===== config.mk =====
export PLATFORM = sky130hd
export DESIGN_NAME = dac_sample_scheduler
export DESIGN_NICKNAME = d
export VERILOG_FILES = /design/src/rtl/dac_sample_scheduler.sv
export SDC_FILE = /design/constraint.sdc
export NUM_CORES = 1
export LEC_CHECK = 0
export ABC_AREA = 1
export BUFFER_PORTS_ARGS = -buffer_cell sky130_fd_sc_hd__buf_4
export CAP_MARGIN = 20
export CORE_AREA = 2 2 96 98
export CTS_CLUSTER_SIZE = 12
export DETAILED_ROUTE_END_ITERATION = 16
export DIE_AREA = 0 0 98 100
export PLACE_DENSITY = 0.79
export SYNTH_ARGS = -nofsm -noshare
export SYNTH_HDL_FRONTEND = slang
export SYNTH_SLANG_ARGS = --single-unit

===== constraint.sdc =====
create_clock -name clk -period 5.9 [get_ports clk]
set_input_delay 0.295 -clock clk [delete_from_list [all_inputs] [get_ports clk]]
set_output_delay 0.295 -clock clk [all_outputs]
set_load 0.01 [all_outputs]

===== src/rtl/dac_sample_scheduler.sv =====
// Bit-clock divider, one-entry sample buffer and frame-aligned start/stop/underrun sequencing
// for the left-justified DAC transmitter. Optional underrun counter: DAC_SCHED_UNDERRUN_CNT_EN.
module dac_sample_scheduler #(
    parameter int WIDTH    = 24,
    parameter int DIV_HALF = 12
) (
    input  logic             clk,
    input  logic             rst,
    input  logic             run,
    input  logic             sample_valid,
    output logic             sample_ready,
    input  logic [WIDTH-1:0] sample_left,
    input  logic [WIDTH-1:0] sample_right,
    output logic             bclk,
    output logic             tx_enable,
    output logic [WIDTH-1:0] left_data,
    output logic [WIDTH-1:0] right_data,
    output logic             frame_strobe,
    output logic             underrun,
    output logic [15:0]      underrun_count
);

    localparam int DCW = (DIV_HALF > 1) ? $clog2(DIV_HALF) : 1;
    localparam int FCW = $clog2(2 * WIDTH);
    localparam logic [DCW-1:0] DIV_LAST   = DCW'(DIV_HALF - 1);
    localparam logic [FCW-1:0] FRAME_LAST = FCW'(2 * WIDTH - 1);
    localparam logic [FCW-1:0] LOAD_SLOT  = FCW'(1);

    typedef enum logic [1:0] {
        S_IDLE,
        S_PRIME,
        S_RUN
    } state_t;

    state_t           state_q, state_d;
    logic [DCW-1:0]   div_q, div_d;
    logic             bclk_q, bclk_d;
    logic             txen_q, txen_d;
    logic [WIDTH-1:0] left_q, left_d;
    logic [WIDTH-1:0] right_q, right_d;
    logic             pend_full_q, pend_full_d;
    logic [WIDTH-1:0] pend_l_q, pend_l_d;
    logic [WIDTH-1:0] pend_r_q, pend_r_d;
    logic             ready_q, ready_d;
    logic [FCW-1:0]   frame_q, frame_d;
    logic             wrapped_q, wrapped_d;
    logic             strobe_q, strobe_d;
    logic             und_q, und_d;

    logic tick;
    logic rise_ev;
    logic fall_ev;
    logic load;
    logic mute;
    logic accept;

    always_comb begin
        tick    = (div_q == DIV_LAST);
        rise_ev = tick && !bclk_q;
        fall_ev = tick && bclk_q;
        accept  = sample_valid && ready_q;

        state_d     = state_q;
        div_d       = tick ? '0 : div_q + DCW'(1);
        bclk_d      = tick ? !bclk_q : bclk_q;
        txen_d      = txen_q;
        left_d      = left_q;
        right_d     = right_q;
        pend_full_d = pend_full_q;
        pend_l_d    = pend_l_q;
        pend_r_d    = pend_r_q;
        frame_d     = frame_q;
        wrapped_d   = wrapped_q;
        strobe_d    = 1'b0;
        und_d       = 1'b0;
        load        = 1'b0;
        mute        = 1'b0;

        case (state_q)
            S_IDLE: begin
                frame_d   = '0;
                wrapped_d = 1'b0;
                if (rise_ev && run && pend_full_q) begin
                    load    = 1'b1;
                    state_d = S_PRIME;
                end
            end
            S_PRIME: begin
                frame_d   = '0;
                wrapped_d = 1'b0;
                if (rise_ev) begin
                    txen_d  = 1'b1;
                    state_d = S_RUN;
                end
            end
            S_RUN: begin
                // frame_q tracks the transmitter's bit counter; its wrapping fall is the latch
                if (fall_ev) begin
                    if (frame_q == FRAME_LAST) begin
                        frame_d   = '0;
                        wrapped_d = 1'b1;
                        strobe_d  = 1'b1;
                    end else begin
                        frame_d = frame_q + FCW'(1);
                    end
                end
                if (rise_ev) begin
                    if (frame_q == LOAD_SLOT) begin
                        if (pend_full_q) begin
                            load = 1'b1;
                        end else begin
                            mute = 1'b1;
                        end
                    end
                    if (wrapped_q) begin
                        wrapped_d = 1'b0;
                        if (!run) begin
                            txen_d  = 1'b0;
                            state_d = S_IDLE;
                        end
                    end
                end
            end
            default: begin
                state_d = S_IDLE;
                txen_d  = 1'b0;
            end
        endcase

        if (load) begin
            left_d      = pend_l_q;
            right_d     = pend_r_q;
            pend_full_d = 1'b0;
        end
        if (mute) begin
            left_d  = '0;
            right_d = '0;
            und_d   = 1'b1;
        end
        // a same-cycle accept wins over the load's clear, so the new sample is kept
        if (accept) begin
            pend_l_d    = sample_left;
            pend_r_d    = sample_right;
            pend_full_d = 1'b1;
        end
        ready_d = !pend_full_d;
    end

    always_ff @(posedge clk or posedge rst) begin
        if (rst) begin
            state_q     <= S_IDLE;
            div_q       <= '0;
            bclk_q      <= 1'b0;
            txen_q      <= 1'b0;
            left_q      <= '0;
            right_q     <= '0;
            pend_full_q <= 1'b0;
            pend_l_q    <= '0;
            pend_r_q    <= '0;
            ready_q     <= 1'b1;
            frame_q     <= '0;
            wrapped_q   <= 1'b0;
            strobe_q    <= 1'b0;
            und_q       <= 1'b0;
        end else begin
            state_q     <= state_d;
            div_q       <= div_d;
            bclk_q      <= bclk_d;
            txen_q      <= txen_d;
            left_q      <= left_d;
            right_q     <= right_d;
            pend_full_q <= pend_full_d;
            pend_l_q    <= pend_l_d;
            pend_r_q    <= pend_r_d;
            ready_q     <= ready_d;
            frame_q     <= frame_d;
            wrapped_q   <= wrapped_d;
            strobe_q    <= strobe_d;
            und_q       <= und_d;
        end
    end

`ifdef DAC_SCHED_UNDERRUN_CNT_EN
    logic [15:0] ucnt_q, ucnt_d;

    always_comb begin
        ucnt_d = ucnt_q;
        if (mute && (ucnt_q != 16'hFFFF)) begin
            ucnt_d = ucnt_q + 16'd1;
        end
    end

    always_ff @(posedge clk or posedge rst) begin
        if (rst) begin
            ucnt_q <= '0;
        end else begin
            ucnt_q <= ucnt_d;
        end
    end

    assign underrun_count = ucnt_q;
`else
    assign underrun_count = '0;
`endif

    assign sample_ready = ready_q;
    assign bclk         = bclk_q;
    assign tx_enable    = txen_q;
    assign left_data    = left_q;
    assign right_data   = right_q;
    assign frame_strobe = strobe_q;
    assign underrun     = und_q;

endmodule


======== Word-level counts from Yosys, hierarchy flattened ========
Index checks and enable logic that the tools add are counted.
storage, ports and cells
  register bits after elaboration ......... 115
  input bits .............................. 52
  output and inout bits ................... 69
  logic and storage cells ................. 81
operators by class
  add/sub/neg operators ................... 2
  equality and inequality tests ........... 11
  mux-type cells .......................... 39
  bitwise operators ....................... 1
  reduce and logical (&&, ||, !) cells .... 14
operator list
  kind                 count
  $mux 24              4
  $mux 1               22
  $mux 6               2
  $ne 2x2->1 const B   6
  $pmux 6 s2           1
  $mux 2               5
  $reduce_and 5->1     2
  $add 6x1->6 const B  1
  $eq 6x1->1 const B   1
  $eq 6x6->1 const B   1
  $pmux 2 s3           1
  $logic_and 1x1->1    5
  $add 4x1->4 const B  1
  $eq 4x4->1 const B   1
  $mux 4               1
  $pmux 1 s2           2
  $reduce_bool 2->1    2
  $pmux 1 s3           1
  $eq 2x1->1 const B   1
  $eq 2x2->1 const B   1
  $logic_not 1->1      2
  $logic_not 2->1      1
  $reduce_and 2->1     1
  $reduce_or 2->1      1
  $not 1->1            1

======== Depth between registers and ports, before layout ========
Gate-level depths: netlist (run 1).
  word-level depth ........................ 9
  depth in mapped cells ................... 11

======== Worst setup path after synthesis (run 1) ========
Ideal clock, no wire load.
  kind .................................... flip-flop to flip-flop
  from .................................... reg div_q[0]
  to ...................................... reg left_q[13], in the netlist left_data[13]
  library setup time ...................... 117 ps
  arrival time ............................ 1440 ps
  data required time ...................... 5783 ps
  slack ................................... 4344 ps
  cell stages (with the launch flop) ...... 11
  path buffers ............................ 2
  period minus slack after synthesis ...... 1556 ps
  cell sequence ........................... dfrtp_1 ha_1 nand2_2 nor2_4 nand2_4 nor2_4 nand2_1 buf_2 buf_2 nand2_1 nor2_1
on the way
  longest elaborated chain between the ends .. 7
  elaborated cells on any way between the ends .. 11
  classes of those cells .................. 1 x eq/ne; 6 x mux; 4 x reduce/logical
RTL lines
  item                                line  source
  from (decl)                         36    logic [DCW-1:0] div_q, div_d;
  from (signal assigned)              167   div_q <= div_d;
  $eq 4x4->1 (*)                      58    tick = (div_q == DIV_LAST);
  $logic_and 1x1->1 (*)               59    rise_ev = tick && !bclk_q;
  $logic_and 1x1->1 (2 in a row)      83    if (rise_ev && run && pend_full_q) begin
  $mux 1                              83
  $pmux 1 s2                          79    case (state_q)
  $reduce_bool 2->1 (no source line)  n/a
  to (signal assigned)                170   left_q <= left_d;
  to (decl)                           39    logic [WIDTH-1:0] left_q, left_d;
Mark *: on every way between the ends. The rest lies on a longest branch, timed or not.
A chain may end at the register's enable or synchronous reset.

======== Worst setup path in the final report (run 1) ========
  from .................................... reg div_q[0]
  to ...................................... reg right_q[8], in the netlist right_data[8]
on the way
  longest elaborated chain between the ends .. 7
  elaborated cells on any way between the ends .. 11
  classes of those cells .................. 1 x eq/ne; 6 x mux; 4 x reduce/logical
RTL lines
  item                                line  source
  $eq 4x4->1 (*)                      58
  $logic_and 1x1->1 (*)               59
  $logic_and 1x1->1 (2 in a row)      83
  $mux 1                              83
  $pmux 1 s2                          79
  $reduce_bool 2->1 (no source line)  n/a
  to (signal assigned)                171   right_q <= right_d;
  to (decl)                           40    logic [WIDTH-1:0] right_q, right_d;
Marks and branches as above.

==> results.sh, run 1 <==
export IMPL_finalWorstSetupSlack_ps=3650
export IMPL_setup_viol=0
export IMPL_fillerInstances=675
export IMPL_cts_buffers=17
export IMPL_drv_cap=0
export IMPL_power_share_clock_pct=34.5
export IMPL_hold_class="in -> reg"
export IMPL_yosys_warnings=0
export IMPL_cts_tree="yes"
export IMPL_antenna_found_initial=0
export IMPL_totalWireLength_um=10000
export IMPL_grt_pass1_wl_um=16700
export IMPL_synth_area_top_cells="dfrtp_1 58%, nand2_1 9.2%, mux2_2 5.5%"
export IMPL_initial_core_util_pct=55.2
export IMPL_cts_clk_slew_worst_paths_ps=60
export IMPL_worst_path_max_fanout=48
export IMPL_switching_share_pct=29.6
export IMPL_comb_power_share_pct=21.5
export IMPL_cts_sinks=115
export IMPL_syn_to_final_growth_pct=29.0
export IMPL_drc=0
export IMPL_slowest_stage="nand2_2"
export IMPL_synth_top_area_share_pct=58.1
export IMPL_htreeDepth=4
export IMPL_vias=3765
export IMPL_grt_ovfl_total=0
export IMPL_period_minus_slack_ps=2250
export IMPL_slowest_delay_ps=700
export IMPL_path_buf_inv=0
export IMPL_cp_required_ps=6290
export IMPL_fp_dieW_um=98
export IMPL_top_usage_layer="met2"
export IMPL_syn_mean_instance_area_sq_um=9.41
export IMPL_fin_skew_ps=9.42
export IMPL_use_met3_pct=8.91
export IMPL_irDropWorstVdd_mv=0.239
export IMPL_drive_above_1_share_pct=30.3
export IMPL_crit_chain="ha_1 > nand2_2 > nor2_4 > nand2_4 > nor2_4 > nand2_2 > nand2_2 > nand2_1 > nand2_1 > nor2_1"
export IMPL_wl_per_cell_um=13.2
export IMPL_antenna_cells=0
export IMPL_status="completed"
export IMPL_rows=35
export IMPL_critPathArrivalTime_ps=2640
export IMPL_yosysMostFrequentCell="nand2_1"
export IMPL_root_buffer="clkbuf_8"
export IMPL_worstSetupStartpointType="flop"
export IMPL_pwr_share_seq_pct=44.1
export IMPL_grt_max_degree=74
export IMPL_rrSetupSlack_ps=3650
export IMPL_use_met1_pct=26.1
export IMPL_finalHoldViolCount=0
export IMPL_synthCells=522
export IMPL_finalSetupTns_ps=0
export IMPL_netlist_area_sq_um=4910
export IMPL_ys_seq_area_share_pct=58.6
export IMPL_crit_type="reg -> reg"
export IMPL_p_int_mw=1.87
export IMPL_ant_nets=0
export IMPL_fin_nets=692
export IMPL_min_period_over_period_pct=38.1
export IMPL_async_flop_share_pct=100
export IMPL_path_common_cell="nand2_2"
export IMPL_relSlewSlack_pct=34.2
export IMPL_clk_latency_ps=510
export IMPL_yosysUniqueCellTypes=28
export IMPL_pre_cts_ws_ps=3670
export IMPL_io_pins=121
export IMPL_grt_use_met2_pct=34.6
export IMPL_synthTopCellsByCount="120 x nand2_1, 114 x dfrtp_1, 69 x nor2_1"
export IMPL_synth_edf_count=0
export IMPL_p_per_area_nw_per_um2=419
export IMPL_critical_path_top_delay_family="simple AND/OR/NAND/NOR gates"
export IMPL_worstMarginPinSlew_ps=985
export IMPL_die_h_um=100
export IMPL_firstDrtPassIters=5
export IMPL_gp_congestion=0.801
export IMPL_yosysTopAreaCell="dfrtp_1"
export IMPL_cts_path_max_buffers=2
export IMPL_place_hpwl_um=6430
export IMPL_core_sq_um=8890
export IMPL_track_usage_pct=21.5
export IMPL_grt_pass1_vias=3653
export IMPL_port_buffers=104
export IMPL_end_kind="flop"
export IMPL_cts_repair_resized=0
export IMPL_synth_seq_cells=115
export IMPL_rsz0062_at_grt="false"
export IMPL_p_leak_nw=3.37
export IMPL_switching_power_mw=0.786
export IMPL_vias_per_cell=4.95
export IMPL_dieArea_sq_um=9800
export IMPL_ys_flop_type="dfrtp_1"
export IMPL_drtIter0Drc=199
export IMPL_max_freq_ghz=0.445
export IMPL_final_max_slew_viol_count=0
metal layers:
layer | vias to the layer above | wire length [um] | share of wire (%)
met5 | - | 0 | 0
met4 | 0 | 133 | 1.3
met3 | 12 | 717 | 7.2
met2 | 122 | 4980 | 50
met1 | 1790 | 4190 | 42
li1 | 1841 | - | -
power by group through the flow:
stage               Combinational (mW)  Clock [mW]  Sequential (mW)
finish                           0.569       0.914             1.17
global route                     0.635       0.966             1.20
CTS                              0.576       0.932             1.17
detailed placement               0.568           0             1.18
global placement                 0.544           0             1.17
floorplan                        0.316           0             1.19
per-stage QoR:
stage	hold slack, ps	instances	power (mW)	utilization [%]	cell area (sq um)
after global placement	394	716	1.71	63.7	5670
after CTS	0.284	757	2.68	70.8	6290
after floorplan	433	537	1.51	-	4970
final	14.5	761	2.65	71.3	6330
after detailed placement	403	716	1.75	63.7	5670
after global routing	0.724	761	2.80	71.3	6330
cell families after synthesis:
family                   after synthesis  share of synthesized area [%]
adder cells (fa/ha/maj)                3                          0.764
multiplexers                          24                           5.50
AO/OA/AOI/OAI                         42                           4.36
buffers and inverters                 81                           8.23
other                                  1                         0.0764
AND/OR/NAND/NOR                      255                           22.3
flip-flops                           115                           58.6
XOR/XNOR                               1                          0.178
worst paths after layout:
path,startpoint,endpoint,depth (start not counted)
max,div_q[0]$_DFF_PP0_,right_data[8]$_DFFE_PP0P_,10
min,sample_right[17],pend_r_q[17]$_DFFE_PP0P_,2
max reg2reg,div_q[0]$_DFF_PP0_,right_data[8]$_DFFE_PP0P_,10
min reg2reg,div_q[0]$_DFF_PP0_,div_q[0]$_DFF_PP0_,1
max in group asynchronous,rst,state_q[0]$_DFFE_PP0P_,4
min in group asynchronous,rst,pend_r_q[16]$_DFFE_PP0P_,3
cell type report:
cell class              count  area [sq um]  area share, %
clock inverters            15           124           1.96
repair buffers            119           926           14.6
inverters                  43           164           2.59
well taps                 111           139           2.19
multi-input cells         341          1690           26.7
clock buffers              17           414           6.54
flip-flops and latches    115          2880           45.4
layout by cell type, fill, tap and decap left out, drive strengths merged:
master,n
a21oi,28
nor3,3
inv,49
dfstp,1
or2,1
o211ai,1
dfrtp,114
nand4,1
clkinvlp,2
mux2,24
o21ai,12
nand3,32
o22ai,1
dlygate4sd3,13
ha,3
nor2,92
conb,16
xnor2,1
clkbuf,17
clkinv,7
nand2,126
buf,106
repair_timing:
| item | CTS | global route |
|---|---|---|
| buffers inserted | 0 | 0 |
| endpoints found under the hold margin | 54 | 4 |
| hold buffers | 9 | 4 |
state kept, by name, summed over array words and instances, names as in the netlist, 2 cells and up:
signal and cells:
pend_l_q 24, pend_r_q 24, left_data 24, right_data 24
frame_q 6, div_q 4, state_q 2
(Power assumes the default switching activity.)
==> run 2, diff against run 1 <==
==> config.mk (replaced) <==
export PLATFORM = sky130hd
export DESIGN_NAME = dac_sample_scheduler
export DESIGN_NICKNAME = d
export VERILOG_FILES = /design/src/rtl/dac_sample_scheduler.sv
export SDC_FILE = /design/constraint.sdc
export NUM_CORES = 1
export LEC_CHECK = 0
export ABC_AREA = 0
export BUFFER_PORTS_ARGS = -buffer_cell sky130_fd_sc_hd__buf_4
export CAP_MARGIN = 20
export CORE_AREA = 2 2 97 99
export CTS_CLUSTER_SIZE = 12
export DETAILED_ROUTE_END_ITERATION = 16
export DIE_AREA = 0 0 99 101
export PLACE_DENSITY = 0.73
export SYNTH_ARGS = -nofsm -noshare
export SYNTH_HDL_FRONTEND = slang
export SYNTH_SLANG_ARGS = --single-unit
==> constraint.sdc (replaced) <==
create_clock -name clk -period 2.1 [get_ports clk]
set_input_delay 0.105 -clock clk [delete_from_list [all_inputs] [get_ports clk]]
set_output_delay 0.105 -clock clk [all_outputs]
set_load 0.01 [all_outputs]
==> run 2 against run 1 <==
Cell count decreased by 20%. Hold slack improved by 250 ps. Critical path type unchanged. Combinational power increased to 2.7 times the previous value. Sequential power increased to 2.7 times the previous value. Critical path depth decreased by 4. Critical endpoint is now left_data[16]$_DFFE_PP0P_. Core utilization increased by 1.6 points.
==> results.sh, run 2 <==
export IMPL_cts_clk_slew_worst_paths_ps=60
export IMPL_fin_nets=543
export IMPL_met2_length_um=5280
export IMPL_io_pins=121
export IMPL_worst_path_max_fanout=48
export IMPL_drive_above_1_share_pct=40.5
export IMPL_cts_tree="yes"
export IMPL_totalWireLength_um=10400
export IMPL_top_layer_used="met4"
export IMPL_grt_pass1_wl_um=17100
export IMPL_firstDrtPassIters=4
export IMPL_ys_flop_type="dfrtp_1"
export IMPL_max_freq_ghz=0.506
export IMPL_power_mw=7.66
export IMPL_die_h_um=101
export IMPL_holdWs_ps=266
export IMPL_critPathArrivalTime_ps=2400
export IMPL_cts_buffers=17
export IMPL_wl_met1_um=4180
export IMPL_hold_class="in -> async"
export IMPL_drtIter0Drc=124
export IMPL_synthCells=323
export IMPL_netlist_area_sq_um=4530
export IMPL_synthTopCellsByCount="114 x dfrtp_1, 49 x mux2_2, 48 x a22o_1"
export IMPL_dieArea_sq_um=10000
export IMPL_synth_seq_cells=115
export IMPL_finalHoldViolCount=0
export IMPL_cts_sinks=115
export IMPL_crit_chain="ha_1 > nand4bb_1 > nor2_1 > and3_2 > buf_12 > a22o_1"
export IMPL_ys_seq_area_share_pct=63.6
export IMPL_clk_latency_ps=500
export IMPL_cts_repair_resized=0
export IMPL_root_buffer="clkbuf_8"
export IMPL_fp_dieW_um=99
export IMPL_synth_top_area_share_pct=63.0
export IMPL_rsz0062_at_grt="false"
export IMPL_cts_hold_fix_buffers=51
export IMPL_synth_area_top_cells="dfrtp_1 63%, mux2_2 12%, a22o_1 9.3%"
export IMPL_port_buffers=104
export IMPL_worstMarginPinSlew_ps=502
export IMPL_p_leak_nw=3.07
export IMPL_antenna_cells=0
export IMPL_p_per_area_nw_per_um2=1170
export IMPL_drc=0
export IMPL_track_usage_pct=22.2
export IMPL_grt_ovfl_total=0
export IMPL_finalSetupTns_ps=0
export IMPL_path_buf_inv=1
export IMPL_relSlewSlack_pct=66.4
export IMPL_yosysMostFrequentCell="dfrtp_1"
export IMPL_drv_cap=0
export IMPL_yosysUniqueCellTypes=42
export IMPL_vias_per_cell=5.24
export IMPL_antenna_found_initial=0
export IMPL_syn_to_final_growth_pct=44.4
export IMPL_async_flop_share_pct=100
export IMPL_place_hpwl_um=5970
export IMPL_worstSetupStartpointType="flop"
export IMPL_cp_required_ps=2520
export IMPL_gp_congestion=0.813
export IMPL_slowest_stage="dfrtp_1"
export IMPL_end_kind="flop"
export IMPL_ant_nets=0
export IMPL_final_max_slew_viol_count=0
export IMPL_vias=3205
export IMPL_initial_core_util_pct=50.4
export IMPL_core_sq_um=8980
export IMPL_grt_max_degree=80
export IMPL_period_minus_slack_ps=1980
export IMPL_wl_per_cell_um=16.9
export IMPL_htreeDepth=4
export IMPL_min_period_over_period_pct=94.1
export IMPL_slowest_delay_ps=360
export IMPL_yosysTopAreaCell="dfrtp_1"
export IMPL_synth_edf_count=0
export IMPL_fin_skew_ps=10.7
export IMPL_most_common_layout_cells="114 x dfrtp_1, 113 x buf_4, 51 x dlygate4sd3_1"
export IMPL_cts_path_max_buffers=2
export IMPL_status="completed"
export IMPL_grt_pass1_vias=3454
export IMPL_yosys_warnings=0
export IMPL_irDropWorstVdd_mv=0.802
export IMPL_syn_mean_instance_area_sq_um=14.0
export IMPL_setup_viol=0
export IMPL_crit_type="reg -> reg"
export IMPL_final_common_cell="dfrtp_1"
export IMPL_cts_setup_buffers=0
export IMPL_wl_met3_um=653
export IMPL_critical_path_top_delay_family="simple AND/OR/NAND/NOR gates"
export IMPL_rows=35
[run 2: final cells by class]
class	instances	area (sq um)
Clock buffer	19	442
Multi-Input combinational cell	183	1490
Inverter	5	22.5
Timing Repair Buffer	166	1400
Sequential cell	115	2880
Fill cell	596	2440
Tap cell	111	139
Clock inverter	13	171
[run 2: cell families after synthesis]
group / count (synthesis) / share of synthesized area (%)
AOI/OAI and AO/OA: 68 / 12.2
xor gates and xnor gates: 1 / 0.193
adders and majority gates: 3 / 0.829
buffers and inverters: 40 / 5.19
DFF: 115 / 63.6
muxes: 49 / 12.2
other: 1 / 0.0828
and+or+nand+nor: 46 / 5.72
[run 2: power breakdown]
group          switching (mW)  internal [mW]  leakage, nW  total [mW]
combinational           0.570          0.945         1.40        1.51
clock                    1.05           1.89        0.296        2.94
sequential              0.363           2.84         1.38        3.20
[run 2: per-stage QoR]
step           utilization, %  instance area, sq um  cells  worst slack, ps
2_1_floorplan               -                  4590    338              253
3_3_place_gp             60.3                  5410    529              251
3_5_place_dp             60.3                  5410    529              172
4_1_cts                  72.8                  6540    612              140
5_1_grt                  72.8                  6540    612             4.05
6_report                 72.8                  6540    612              124
[run 2: worst paths after layout]
check                                         from                   endpoint  slack, ps  cells past startpoint
max in group asynchronous                      rst     frame_q[4]$_DFFE_PP0P_       1440                      4
worst max register to register  div_q[0]$_DFF_PP0_  left_data[16]$_DFFE_PP0P_        120                      6
min in group clk                  sample_right[21]   pend_r_q[21]$_DFFE_PP0P_        380                      3
worst max-delay path            div_q[0]$_DFF_PP0_  left_data[16]$_DFFE_PP0P_        120                      6
worst min register to register  div_q[0]$_DFF_PP0_         div_q[0]$_DFF_PP0_        460                      1
worst min-delay path                           rst   pend_r_q[22]$_DFFE_PP0P_        270                      4
[run 2: per-layer routing]
layer	up-vias	track usage [%]
met2	112	37.5
met1	1592	26.0
met4	0	10.1
li1	1479	-
met5	-	0
met3	22	7.14
[run 2: worst reg2reg max path: stages (launching register included)]
cell       delay (ps)
dfrtp_1           360
ha_1              260
nand4bb_1         160
nor2_1            350
and3_2            280
buf_12            230
a22o_1            260
